**config.mk**
```make
export PLATFORM = sky130hd
export DESIGN_NAME = axis_pkt_arbiter
export DESIGN_NICKNAME = d
export VERILOG_FILES = /design/src/rtl/axis_arb_pkg.sv /design/src/rtl/axis_skid_buffer.sv /design/src/rtl/axis_pkt_arbiter.sv
export SDC_FILE = /design/constraint.sdc
export NUM_CORES = 1
export LEC_CHECK = 0
export ABC_AREA = 1
export CAP_MARGIN = 25
export CORE_AREA = 2 2 293 295
export CTS_CLUSTER_SIZE = 25
export DETAILED_ROUTE_END_ITERATION = 6
export DIE_AREA = 0 0 295 297
export SLEW_MARGIN = 15
export SYNTH_ARGS = -nofsm -noshare
export SYNTH_HDL_FRONTEND = slang
export SYNTH_SLANG_ARGS = --single-unit
```
**constraint.sdc**
```tcl
create_clock -name S_AXI_ACLK -period 4.4 [get_ports S_AXI_ACLK]
set_clock_uncertainty 0.2 [all_clocks]
set_input_delay 0.66 -clock S_AXI_ACLK [delete_from_list [all_inputs] [get_ports S_AXI_ACLK]]
set_output_delay 0.66 -clock S_AXI_ACLK [all_outputs]
set_load 0.1 [all_outputs]
```
**src/rtl/axis_arb_pkg.sv**
```systemverilog
// axis_arb_pkg: state type, width helpers and rotating priority select shared by axis_pkt_arbiter
package axis_arb_pkg;

    typedef enum logic {IDLE, LOCK} state_t;

    localparam int MAX_SRC = 8;

    function automatic int id_w(input int n);
        return (n > 1) ? $clog2(n) : 1;
    endfunction

    function automatic int cnt_w(input int m);
        return $clog2(m) + 1;
    endfunction

    // First set bit of req at or above ptr, wrapping within the n active requesters.
    function automatic logic [2:0] rr_pick(input logic [MAX_SRC-1:0] req, input logic [2:0] ptr, input int n);
        logic [2:0] g;
        int idx;
        g = ptr;
        for (int k = MAX_SRC - 1; k >= 0; k--) begin
            idx = (int'(ptr) + k) % n;
            if (k < n && req[idx[2:0]]) g = idx[2:0];
        end
        return g;
    endfunction

endpackage

```
**src/rtl/axis_skid_buffer.sv**
```systemverilog
// axis_skid_buffer: 2-entry registered AXI-Stream slice; in_ready comes straight from a flop
// Ports: S_AXI_ACLK/S_AXI_ARESETN clock and async active-low reset; in_* upstream handshake
// and payload; out_* downstream handshake and payload (held stable while stalled).
module axis_skid_buffer #(
    parameter int WIDTH = 8
) (
    input  logic             S_AXI_ACLK,
    input  logic             S_AXI_ARESETN,
    input  logic [WIDTH-1:0] in_data,
    input  logic             in_valid,
    output logic             in_ready,
    output logic [WIDTH-1:0] out_data,
    output logic             out_valid,
    input  logic             out_ready
);
    logic [WIDTH-1:0] skid_data;
    logic             skid_valid;

    assign in_ready = !skid_valid;

    always_ff @(posedge S_AXI_ACLK or negedge S_AXI_ARESETN) begin
        if (!S_AXI_ARESETN) begin
            out_data   <= '0;
            out_valid  <= 1'b0;
            skid_data  <= '0;
            skid_valid <= 1'b0;
        end else if (skid_valid) begin
            if (out_ready) begin
                out_data   <= skid_data;
                skid_valid <= 1'b0;
            end
        end else if (!out_valid || out_ready) begin
            out_data  <= in_data;
            out_valid <= in_valid;
        end else if (in_valid) begin
            // Beat accepted while output is stalled: park it in the second entry.
            skid_data  <= in_data;
            skid_valid <= 1'b1;
        end
    end

endmodule

```
**src/rtl/axis_pkt_arbiter.sv**
```systemverilog
// axis_pkt_arbiter: packet-atomic round-robin merge of NUM_SRC AXI-Stream sources into one registered output
// Ports: S_AXI_ACLK/S_AXI_ARESETN clock and async active-low reset; S_AXIS_* flattened per-source
// input streams; M_AXIS_* merged output stream; SRC_EN arbitration mask; GRANT_ID current/last grant;
// BUSY high while a packet is locked; LEN_ERR sticky forced-TLAST flags cleared by ERR_CLR.
// Optional macro AXIS_PKT_ARB_STATS_EN adds STATS_CLR and per-source 32-bit PKT_CNT packet counters.
module axis_pkt_arbiter
    import axis_arb_pkg::*;
#(
    parameter int NUM_SRC    = 4,
    parameter int DATA_WIDTH = 128,
    parameter int MAX_BEATS  = 256
) (
    input  logic                            S_AXI_ACLK,
    input  logic                            S_AXI_ARESETN,
    input  logic [NUM_SRC*DATA_WIDTH-1:0]   S_AXIS_TDATA,
    input  logic [NUM_SRC*DATA_WIDTH/8-1:0] S_AXIS_TKEEP,
    input  logic [NUM_SRC-1:0]              S_AXIS_TLAST,
    input  logic [NUM_SRC-1:0]              S_AXIS_TVALID,
    output logic [NUM_SRC-1:0]              S_AXIS_TREADY,
    output logic [DATA_WIDTH-1:0]           M_AXIS_TDATA,
    output logic [DATA_WIDTH/8-1:0]         M_AXIS_TKEEP,
    output logic                            M_AXIS_TLAST,
    output logic                            M_AXIS_TVALID,
    input  logic                            M_AXIS_TREADY,
    input  logic [NUM_SRC-1:0]              SRC_EN,
    output logic [id_w(NUM_SRC)-1:0]        GRANT_ID,
    output logic                            BUSY,
    output logic [NUM_SRC-1:0]              LEN_ERR,
`ifdef AXIS_PKT_ARB_STATS_EN
    input  logic                            STATS_CLR,
    output logic [NUM_SRC*32-1:0]           PKT_CNT,
`endif
    input  logic                            ERR_CLR
);
    localparam int KW = DATA_WIDTH / 8;
    localparam int IW = id_w(NUM_SRC);
    localparam int CW = cnt_w(MAX_BEATS);
    localparam int PW = DATA_WIDTH + KW + 1;

    state_t                state;
    logic [IW-1:0]         rr_ptr;
    logic [IW-1:0]         pick;
    logic [CW-1:0]         beat_cnt;
    logic [MAX_SRC-1:0]    req;
    logic [DATA_WIDTH-1:0] g_data;
    logic [KW-1:0]         g_keep;
    logic                  g_valid;
    logic                  g_last;
    logic                  force_last;
    logic                  sb_ready;
    logic                  acc;

    always_comb begin
        req = '0;
        req[NUM_SRC-1:0] = S_AXIS_TVALID & SRC_EN;
        pick = IW'(rr_pick(req, 3'(rr_ptr), NUM_SRC));
    end

    assign g_data     = S_AXIS_TDATA[GRANT_ID*DATA_WIDTH +: DATA_WIDTH];
    assign g_keep     = S_AXIS_TKEEP[GRANT_ID*KW +: KW];
    assign g_valid    = (state == LOCK) && S_AXIS_TVALID[GRANT_ID];
    // Length limit: the MAX_BEATS-th beat closes the packet even without a source TLAST.
    assign force_last = !S_AXIS_TLAST[GRANT_ID] && beat_cnt == CW'(MAX_BEATS - 1);
    assign g_last     = S_AXIS_TLAST[GRANT_ID] || force_last;
    assign acc        = g_valid && sb_ready;
    assign BUSY       = (state == LOCK);

    assign S_AXIS_TREADY = (state == LOCK && sb_ready) ? NUM_SRC'(1) << GRANT_ID : '0;

    always_ff @(posedge S_AXI_ACLK or negedge S_AXI_ARESETN) begin
        if (!S_AXI_ARESETN) begin
            state    <= IDLE;
            GRANT_ID <= '0;
            rr_ptr   <= '0;
            beat_cnt <= '0;
            LEN_ERR  <= '0;
        end else begin
            // A forced TLAST in the same cycle as ERR_CLR keeps its flag set.
            LEN_ERR <= (LEN_ERR & ~{NUM_SRC{ERR_CLR}}) | ((acc && force_last) ? NUM_SRC'(1) << GRANT_ID : '0);
            if (state == IDLE) begin
                beat_cnt <= '0;
                if (|req) begin
                    GRANT_ID <= pick;
                    rr_ptr   <= (pick == IW'(NUM_SRC - 1)) ? '0 : pick + 1'b1;
                    state    <= LOCK;
                end
            end else if (acc) begin
                beat_cnt <= g_last ? '0 : beat_cnt + 1'b1;
                if (g_last) state <= IDLE;
            end
        end
    end

    axis_skid_buffer #(.WIDTH(PW)) u_skid (
        .S_AXI_ACLK    (S_AXI_ACLK),
        .S_AXI_ARESETN (S_AXI_ARESETN),
        .in_data       ({g_last, g_keep, g_data}),
        .in_valid      (g_valid),
        .in_ready      (sb_ready),
        .out_data      ({M_AXIS_TLAST, M_AXIS_TKEEP, M_AXIS_TDATA}),
        .out_valid     (M_AXIS_TVALID),
        .out_ready     (M_AXIS_TREADY)
    );

`ifdef AXIS_PKT_ARB_STATS_EN
    always_ff @(posedge S_AXI_ACLK or negedge S_AXI_ARESETN) begin
        if (!S_AXI_ARESETN) begin
            PKT_CNT <= '0;
        end else begin
            for (int i = 0; i < NUM_SRC; i++) begin
                if (STATS_CLR)
                    PKT_CNT[i*32 +: 32] <= '0;
                else if (acc && g_last && GRANT_ID == IW'(i))
                    PKT_CNT[i*32 +: 32] <= PKT_CNT[i*32 +: 32] + 32'd1;
            end
        end
    end
`endif

endmodule
```
==> results_dict.tcl <==
set metrics [dict create \
    root_buffer "clkbuf_16" \
    rsz0062_at_grt "no" \
    fin_tns_setup_ns 0 \
    dp_hpwl_um 46200 \
    period_share_pct 71.5 \
    place_congestion 0.784 \
    viasPerCell 4.37 \
    pin_count 749 \
    finalNetCount 3369 \
    ys_seq_area_share_pct 47.9 \
    tritoncts "yes" \
    max_freq_mhz 318 \
    power.density_nw_per_um2 847 \
    multi_input_area_um2 7600 \
    ant_nets 0 \
    cts-resized-gates 0 \
    p_sw_mw 12.3 \
    grt_pass1_vias 16981 \
    path_class "reg2out" \
    slew_viol_final 0 \
    netlist_area_um2 16200 \
    min_from "u_skid.skid_data[138]$_DFFE_PN0P_" \
    yosys_register_bits 310 \
    crit_chain "clkdlybuf4s50_1" \
    grt_max_degree 147 \
    wirelength_um 64900 \
    startpoint_type "flip-flop" \
    layout.area.seq_um2 7760 \
    seqPwrFrac_pct 22.6 \
    crit_fanout 8 \
    worstHoldPathType "reg2reg" \
    finalHoldViolations 0 \
    final_cell_mix "968 x nand2_1, 739 x clkdlybuf4s50_1, 309 x dfrtp_1" \
    postSynthCellCount 2113 \
    ys_types 34 \
    wire_per_inst_um 16.5 \
    port_buffers 748 \
    cts-htree-levels 2 \
    place_area_um2 24900 \
    slew_headroom_pct 25.9 \
    antenna_cells 0 \
    yosysTopAreaCellShare_pct 47.9 \
    vias 17229 \
    cp-end-kind "output pin" \
    whs_path_depth 2 \
    syn_nets 2707 \
    grt_pass1_wl_um 98800 \
    cp.required_ns 3.54 \
    r2r-end "u_skid.skid_data[130]$_DFFE_PN0P_" \
    slowest_delay_ns 1.21 \
    cp.arrival_ns 2.28 \
    final_common_cell "nand2_1" \
    crit_buf_inv 1 \
    coreArea_um2 84500 \
    p_sw_share_pct 55.7 \
    yosysTopAreaCell "dfrtp_1" \
    die_y_um 297 \
    irDropWorstVdd_mv 0.542 \
    fillerInstances 8950 \
    hold_end "u_skid.skid_data[138]$_DFFE_PN0P_" \
    die-area_um2 87600 \
    reg2reg_depth 6 \
    ys_warn_count 0 \
    layout-drive-gt1-share_pct 4.22 \
    combPwrFrac_pct 63.5 \
    maxCapViolCount 0 \
    die_w_um 295 \
    startpoint "GRANT_ID[1]$_DFFE_PN0P_" \
    clk_pin_slew_ns 0.06 \
    p_leak_nw 11.4 \
    start_util_pct 19.2 \
    worstSkewPairLatency_ns 0.54 \
    finalHoldWorstSlack_ns 0.277 \
    slowest_stage "clkdlybuf4s50_1" \
    track_usage_pct 14.2 \
    rows 107 \
    cts_num_sinks 310 \
    status "completed" \
    drtPass1Iterations 5 \
    reg2reg_slack_ns 1.77 \
    worstReg2RegStart "u_skid.skid_valid$_DFF_PN0_" \
    grt_overflow 0 \
    clkPwrFrac_pct 14.0 \
    cts_buffers 37 \
    antenna_found_initial 1 \
    fin_area_um2 26100 \
    internal_power_mw 9.81 \
    final-setup-viol-count 0 \
    syn_to_final_growth_pct 61.4 \
    drc 0 \
    drtIter0Drc 945 \
    post_synth.cell_area_avg_um2 7.66 \
    ys_top_cells_by_area "dfrtp_1 48%, nand2_1 22%, a22oi_1 11%" \
    clockBufferDepth 3 \
    max_slew.worst_pin.slew_ns 1.11 \
    path_delay_family "buffers and inverters" \
    fin_crit_ns 3.14 \
]
## cell families after synthesis
family                     Yosys count  share of synthesized area [%]
AOI/OAI and AO/OA                  405                           17.6
and+or+nand+nor                   1206                           28.8
buffers and inverters              185                           5.27
xor gates and xnor gates             5                          0.271
DFF                                310                           47.9
adders and majority gates            2                          0.155
## routing by layer
layer / track usage [%] / up-vias / part of all wire (%)
met5: 0 / - / 0
met4: 4.39 / 0 / 2.8
met3: 3.38 / 83 / 7.5
met2: 25.0 / 621 / 48
met1: 17.0 / 8092 / 41
li1: - / 8433 / -
## final cells by class
class	instances	share of cell area (%)
repair buffers	784	30.7
well taps	1144	5.48
inverters	24	0.403
multi-input cells	1618	29.1
flip-flops and latches	310	29.7
clock buffers	56	4.28
clock inverters	7	0.345
## power by group through the flow
stage | Sequential [mW] | Combinational [mW] | Clock [mW]
floorplan | 9.94 | 4.93 | 0
finish | 5.00 | 14.0 | 3.09
detailed placement | 5.03 | 14.1 | 0
global placement | 5.02 | 13.9 | 0
global route | 5.18 | 15.0 | 3.31
CTS | 5.00 | 14.2 | 3.21
## registers in the layout, indices dropped and copies added (netlist names)
register,flops
u_skid.out_data,145
rr_ptr,2
beat_cnt,9
GRANT_ID,2
u_skid.out_valid,1
u_skid.skid_data,145
BUSY,1
LEN_ERR,4
u_skid.skid_valid,1
## metrics by stage
stage	setup WS [ns]	power (mW)	instances	util, %
after floorplan	0.120	14.9	2113	-
after global placement	1.46	19.0	3874	29.3
after detailed placement	1.40	19.2	3878	29.4
after CTS	1.20	22.4	3942	30.9
after global routing	1.17	23.5	3943	30.9
final	1.26	22.1	3943	30.9
## cells in the mapped netlist
library cell and count:
inv_2 6, dfrtp_1 310, a22oi_2 1, nand4_1 3, nand3b_1 1, o21ai_0 8
nand2_2 1, nor3_1 4, a22oi_1 235, a31o_2 1, and2_1 1, o21a_1 1
o22ai_1 1, nand4_2 1, nor3_2 1, a21oi_1 4, nor2_4 1, nand2_1 968
clkbuf_1 57, buf_6 6, o32ai_1 3, a31oi_1 145, ha_1 2, inv_1 18
xnor2_1 1, o21ai_1 1, nor2_1 155, buf_1 7, a41oi_1 1, xor2_1 4
a22o_1 4, nand3_1 69, buf_2 91, or2_2 1
## how the worst max path moves through the flow
stage                                              to  slack (ns)  cells past startpoint
global route                              GRANT_ID[1]        1.17                      1
detailed placement  u_skid.skid_data[137]$_DFFE_PN0P_        1.40                      8
floorplan                            S_AXIS_TREADY[0]        0.12                      4
global placement      u_skid.skid_data[4]$_DFFE_PN0P_        1.46                      8
finish                                    GRANT_ID[1]        1.26                      1
CTS                                       GRANT_ID[1]        1.20                      1
## timing repair
| action | in CTS | in global routing |
|---|---|---|
| endpoints found under the hold margin | 8 | 0 |
| endpoints found under the setup margin | 0 | 0 |
| buffers inserted | 0 | 0 |
| hold buffers | 1 | 0 |
(Power assumes the default switching activity.)
